### src/rtl/sram_phase_scheduler.sv
// Sequencer that runs UART load, IDCT (M2) and colour conversion (M1) in order and owns the SRAM port.
// Optional macro PHASE_PERF_EN adds per-phase 32-bit cycle counters.
module sram_phase_scheduler #(
  parameter int SKIP_UART      = 0,
  parameter int TIMEOUT_CYCLES = 4194304,
  parameter int TO_W           = 23
) (
  input  logic        Clock,
  input  logic        Reset,
  input  logic        Start,
  input  logic [17:0] UART_address,
  input  logic [15:0] UART_write_data,
  input  logic        UART_we_n,
  input  logic [17:0] M2_address,
  input  logic [15:0] M2_write_data,
  input  logic        M2_we_n,
  input  logic [17:0] M1_address,
  input  logic [15:0] M1_write_data,
  input  logic        M1_we_n,
  input  logic        UART_done,
  input  logic        M2_done,
  input  logic        M1_done,
  output logic        UART_enable,
  output logic        M2_enable,
  output logic        M1_enable,
  output logic [17:0] SRAM_address,
  output logic [15:0] SRAM_write_data,
  output logic        SRAM_we_n,
  output logic        Busy,
  output logic        Done,
  output logic        Error,
  output logic [1:0]  Phase
`ifdef PHASE_PERF_EN
  ,
  output logic [31:0] UART_cycles,
  output logic [31:0] M2_cycles,
  output logic [31:0] M1_cycles
`endif
);

  typedef enum logic [2:0] {
    S_IDLE, S_RUN_UART, S_GAP1, S_RUN_M2, S_GAP2, S_RUN_M1, S_DONE, S_ERROR
  } state_t;

  state_t r_state, w_next, w_first_run;

  logic [TO_W-1:0] r_to;
  logic [17:0]     r_sram_addr;
  logic [15:0]     r_sram_wd;
  logic            r_sram_we_n;

  logic            w_timeout, w_run, w_hold, w_start_ok;
  logic [17:0]     w_req_addr;
  logic [15:0]     w_req_wd;
  logic            w_req_we_n;
  logic [2:0]      w_act;

  assign w_first_run = (SKIP_UART != 0) ? S_RUN_M2 : S_RUN_UART;
  assign w_timeout   = (r_to == TO_W'(TIMEOUT_CYCLES - 1));
  assign w_start_ok  = Start && (r_state == S_IDLE || r_state == S_DONE || r_state == S_ERROR);
  assign w_act       = {r_state == S_RUN_M1, r_state == S_RUN_M2, r_state == S_RUN_UART};
  assign w_run       = |w_act;
  // Only forward a client request while that client stays active, so the
  // register never carries a write into a GAP, DONE or ERROR cycle.
  assign w_hold      = w_run && (w_next == r_state);

  always_comb begin
    w_next     = r_state;
    w_req_addr = 18'd0;
    w_req_wd   = 16'd0;
    w_req_we_n = 1'b1;
    case (r_state)
      S_IDLE, S_DONE, S_ERROR: if (Start) w_next = w_first_run;
      S_RUN_UART: begin
        w_req_addr = UART_address;
        w_req_wd   = UART_write_data;
        w_req_we_n = UART_we_n;
        if (UART_done)      w_next = S_GAP1;
        else if (w_timeout) w_next = S_ERROR;
      end
      S_GAP1: w_next = S_RUN_M2;
      S_RUN_M2: begin
        w_req_addr = M2_address;
        w_req_wd   = M2_write_data;
        w_req_we_n = M2_we_n;
        if (M2_done)        w_next = S_GAP2;
        else if (w_timeout) w_next = S_ERROR;
      end
      S_GAP2: w_next = S_RUN_M1;
      S_RUN_M1: begin
        w_req_addr = M1_address;
        w_req_wd   = M1_write_data;
        w_req_we_n = M1_we_n;
        if (M1_done)        w_next = S_DONE;
        else if (w_timeout) w_next = S_ERROR;
      end
      default: w_next = S_IDLE;
    endcase
  end

  always_ff @(posedge Clock) begin
    if (Reset) begin
      r_state     <= S_IDLE;
      r_to        <= '0;
      r_sram_addr <= 18'd0;
      r_sram_wd   <= 16'd0;
      r_sram_we_n <= 1'b1;
    end else begin
      r_state <= w_next;
      if (w_hold) begin
        r_to        <= r_to + TO_W'(1);
        r_sram_addr <= w_req_addr;
        r_sram_wd   <= w_req_wd;
        r_sram_we_n <= w_req_we_n;
      end else begin
        r_to        <= '0;
        r_sram_addr <= 18'd0;
        r_sram_wd   <= 16'd0;
        r_sram_we_n <= 1'b1;
      end
    end
  end

  assign UART_enable     = w_act[0];
  assign M2_enable       = w_act[1];
  assign M1_enable       = w_act[2];
  assign SRAM_address    = r_sram_addr;
  assign SRAM_write_data = r_sram_wd;
  assign SRAM_we_n       = r_sram_we_n;
  assign Busy            = !(r_state == S_IDLE || r_state == S_DONE || r_state == S_ERROR);
  assign Done            = (r_state == S_DONE);
  assign Error           = (r_state == S_ERROR);
  assign Phase           = w_act[2] ? 2'd3 : w_act[1] ? 2'd2 : w_act[0] ? 2'd1 : 2'd0;

`ifdef PHASE_PERF_EN
  logic [31:0] r_cyc [3];

  for (genvar gi = 0; gi < 3; gi++) begin : g_perf
    always_ff @(posedge Clock) begin
      if (Reset || w_start_ok) r_cyc[gi] <= 32'd0;
      else if (w_act[gi] && r_cyc[gi] != 32'hFFFF_FFFF) r_cyc[gi] <= r_cyc[gi] + 32'd1;
    end
  end

  assign UART_cycles = r_cyc[0];
  assign M2_cycles   = r_cyc[1];
  assign M1_cycles   = r_cyc[2];
`endif

endmodule

### config.mk
export PLATFORM = sky130hd
export DESIGN_NAME = sram_phase_scheduler
export DESIGN_NICKNAME = d
export VERILOG_FILES = /design/src/rtl/sram_phase_scheduler.sv
export SDC_FILE = /design/constraint.sdc
export NUM_CORES = 1
export LEC_CHECK = 0
export ABC_AREA = 1
export CORE_ASPECT_RATIO = 0.6
export CORE_UTILIZATION = 40
export DETAILED_ROUTE_END_ITERATION = 7
export PLACE_DENSITY = 0.8
export SYNTH_ARGS = -nofsm -noshare
export SYNTH_HDL_FRONTEND = slang
export SYNTH_SLANG_ARGS = --single-unit
### constraint.sdc
create_clock -name Clock -period 4.5 [get_ports Clock]
set_clock_uncertainty 0.05 [all_clocks]
set_input_delay 0.9 -clock Clock [delete_from_list [all_inputs] [get_ports Clock]]
set_output_delay 0.9 -clock Clock [all_outputs]
set_load 0.01 [all_outputs]
==> implementation parameters <==
Parameter                              Value

Status
  Status    complete, no violations

Logic synthesis
  Fraction of the yosys area taken by sequential cells    40.4%
  Library cells used by synthesis    25
  Yosys warnings    0
  Synth Register Bits    61
  Number of nets in the synthesized netlist    between 400 and 500
  Area of the mapped netlist    slightly above 0.003 mm²
  Cell count after synthesis    352
  Syn_area_per_cell    approximately 8.6 µm²

GRT
  Wire length of the first global-routing pass    around 14000 µm
  Overall track demand over capacity in global routing    about 22%
  Pin count of the biggest net entering global routing    39
  Antenna violations before repair    0
  Congestion Overflow GR    0
  Vias in the first global route    between 2000 and 3000

Route
  Remaining routing DRC violations    0
  Per-cell routed wire length    about 14 µm
  DR vias/cell    between 4 and 5
  Total iterations of the first detailed-routing run    4
  Wire length reported by the detailed router    around 8600 µm
  Total vias in the final route    around 2800
  Iter 0 DRT Violations    161
  Antenna Violating Nets Remaining    0

Final layout
  Antenna Cells    0
  Layout Cells excl Fill    612
  Layout overhead on the synthesized area    60.9%
  Fraction of layout cells with a size suffix above 1    roughly an eighth
  Final net count    approximately 600

Floorplan
  Number of primary I/O pins    between 150 and 200
  Starting density of the core    roughly two fifths
  Vertical extent of the die    approximately 69 µm
  Floorplan die area    between 0.007 and 0.008 mm²
  Row count    24
  X dimension of the die    114 µm
  Placeable core area    ~0.0073 mm²

Clocking
  Root buf cell    clkbuf_16
  Maximum level of the CTS H-tree    3
  Post-cts repair resize count    0
  CTS tree    done
  Post-CTS Hold Buffers    0
  CTS Buf Count    9
  Clock transition at the registers of the reported paths    about 0.050 ns
  Largest buffer count on any clock path    2
  Post-CTS Setup Bufs    0
  Clock Sinks    between 60 and 70
  Clock latency of the later-clocked register in the worst-skew pair    about 0.32 ns

Critical path
  Setup crit end kind    output pin
  Delay of the slowest cell on the worst path    roughly 0.66 ns
  Largest fanout on the critical path    37
  Critical setup path kind    flop to output pin
  Critical path, cell by cell    nor2_2, nand2_1, inv_2, clkdlybuf4s50_1
  Slowest cell on the critical path    clkdlybuf4s50_1
  Required @ worst endpoint    about 3.6 ns
  Launching element type of the critical path    flop
  Setup slack of the most critical reg-to-reg path    ~1.7 ns
  Worst reg2reg path startpoint    r_to[0]$_SDFF_PP0_
  Depth of the worst register-to-register path    15
  Endpoint arrival time on the critical path    2.10 ns
  Reg-to-Reg End    SRAM_address[14]$_SDFF_PP0_

Worst hold path
  Startpoint of the most critical hold path    r_to[0]$_SDFF_PP0_
  Worst hold path depth    1
  Hold-critical path endpoint    r_to[0]$_SDFF_PP0_
  Kind of path behind the tightest hold check    flop to flop

Power
  Total power    between 1.5 and 2 mW
  PD cells    310 mW/mm²
  Peak supply drop    0.165 mV
  P_leak    between 1.5 and 2 nW

Timing
  Final period util    between 60% and 70%
  RSZ-0062 raised after global routing    no
  Max-slew violations    0
  Final period demand of the worst path    3.05 ns
  Final setup violation count    0
  Actual slew at the worst max-slew pin    around 0.65 ns
  Final setup TNS    0 ns
  Hold violation count in the final report    0
  Maximum clock rate    around 0.33 GHz
  Tightest hold margin    0.397 ns
  Worst max-slew margin expressed relative to the limit    a little under three fifths

Placement
  Count of buffers from port buffering    between 150 and 200
  Global placer's final weighted congestion    0.886
  Sum of net half-perimeters after detailed placement    ~6500 µm
  Cell count after placement    roughly 600

Run
  Number of maximum-capacitance violations    0
## synth_stat cells
| cell type | number | area share (%) |
|---|---|---|
| a21oi_1 | 38 | 6.3 |
| a22o_1 | 35 | 10 |
| buf_1 | 3 | 0.37 |
| buf_12 | 3 | 2.0 |
| buf_2 | 3 | 0.50 |
| buf_6 | 1 | 0.37 |
| buf_8 | 1 | 0.50 |
| clkbuf_1 | 6 | 0.74 |
| dfxtp_1 | 61 | 40 |
| ha_1 | 1 | 0.41 |
| inv_1 | 23 | 2.9 |
| inv_2 | 2 | 0.25 |
| nand2_1 | 46 | 5.7 |
| nand2_2 | 4 | 0.83 |
| nand2_4 | 1 | 0.37 |
| nand3_1 | 7 | 1.2 |
| nand3b_1 | 2 | 0.50 |
| nand4_1 | 5 | 1.0 |
| nor2_1 | 49 | 6.1 |
| nor2_2 | 3 | 0.62 |
| nor2_4 | 32 | 12 |
| nor3_1 | 4 | 0.66 |
| or2_0 | 1 | 0.21 |
| xnor2_1 | 12 | 3.5 |
| xor2_1 | 9 | 2.6 |
## worst max-delay path by stage
stage | startpoint | end | slack (ns)
after detailed placement | UART_done | SRAM_address[14]$_SDFF_PP0_ | 1.30
after CTS | r_state[1]$_SDFF_PP0_ | UART_enable | 1.43
after floorplan | UART_done | r_to[15]$_SDFF_PP0_ | 2.40
after global routing | r_state[1]$_SDFF_PP0_ | UART_enable | 1.31
final | r_state[1]$_SDFF_PP0_ | UART_enable | 1.45
after global placement | UART_done | SRAM_address[14]$_SDFF_PP0_ | 1.35
## flip-flops by register name, summed over array words and instances (netlist names)
name	count
r_to	23
SRAM_write_data	16
SRAM_address	18
SRAM_we_n	1
r_state	3
## per-layer routing
metal,track usage [%],vias to the layer above,share of wire [%]
li1,-,1459,-
met1,27.5,1286,44
met2,36.7,85,49
met3,8.65,11,6.3
met4,6.06,0,1.5
met5,0,-,0
## critical path, delay by kind of cell (launching register included)
| kind | cells | cell delay [ns] |
|---|---|---|
| flops | 1 | 0.36 |
| simple gates | 2 | 0.26 |
| buf+inv | 2 | 1.14 |
## cell usage in the layout (no fill, tap or decap)
master / n
nand2_2: 4
nand4_1: 5
xnor2_1: 12
clkinvlp_4: 1
dfxtp_1: 61
nor2_1: 47
nor3_1: 4
or2_0: 1
nand2_4: 1
ha_1: 1
nor2_2: 5
xor2_1: 9
clkinv_2: 3
nor2_4: 32
inv_1: 23
nand3b_1: 2
clkbuf_16: 9
clkbuf_8: 2
a21oi_1: 38
nand3_1: 7
nand2_1: 46
clkbuf_1: 1
inv_2: 2
clkdlybuf4s50_1: 153
buf_4: 4
a22o_1: 35
## per-stage QoR
step	util (%)	worst slack (ns)	cell area, µm²
2_1_floorplan	-	2.40	3020
3_3_place_gp	62.8	1.35	4580
3_5_place_dp	62.8	1.30	4580
4_1_cts	66.6	1.43	4860
5_1_grt	66.6	1.31	4860
6_report	66.6	1.45	4860
## report_power, final
part / switching, mW / total (mW) / leakage [nW] / internal (mW)
Combinational: 0.158 / 0.323 / 1.10 / 0.165
Clock: 0.227 / 0.626 / 0.138 / 0.399
Sequential: 0.00806 / 0.561 / 0.492 / 0.553
Total: 0.393 / 1.51 / 1.73 / 1.12
## area by class of cell
| type | count | area, µm² |
|---|---|---|
| fill | 602 | 2430 |
| multi-input combinational | 249 | 1580 |
| timing repair buffer | 157 | 1560 |
| sequential | 61 | 1220 |
| clock buffer | 12 | 256 |
| tap | 104 | 130 |
| inverter | 25 | 93.8 |
| clock inverter | 4 | 22.5 |
## logic make-up after synthesis
kind of cell | count (synthesis) | share of synthesized area (%)
flip-flops | 61 | 40.4
AO/OA/AOI/OAI | 73 | 16.4
XOR/XNOR | 21 | 6.08
buffers and inverters | 42 | 7.57
AND/OR/NAND/NOR | 154 | 29.1
adder cells (fa/ha/maj) | 1 | 0.414
Power figures use the tool's default switching activity.
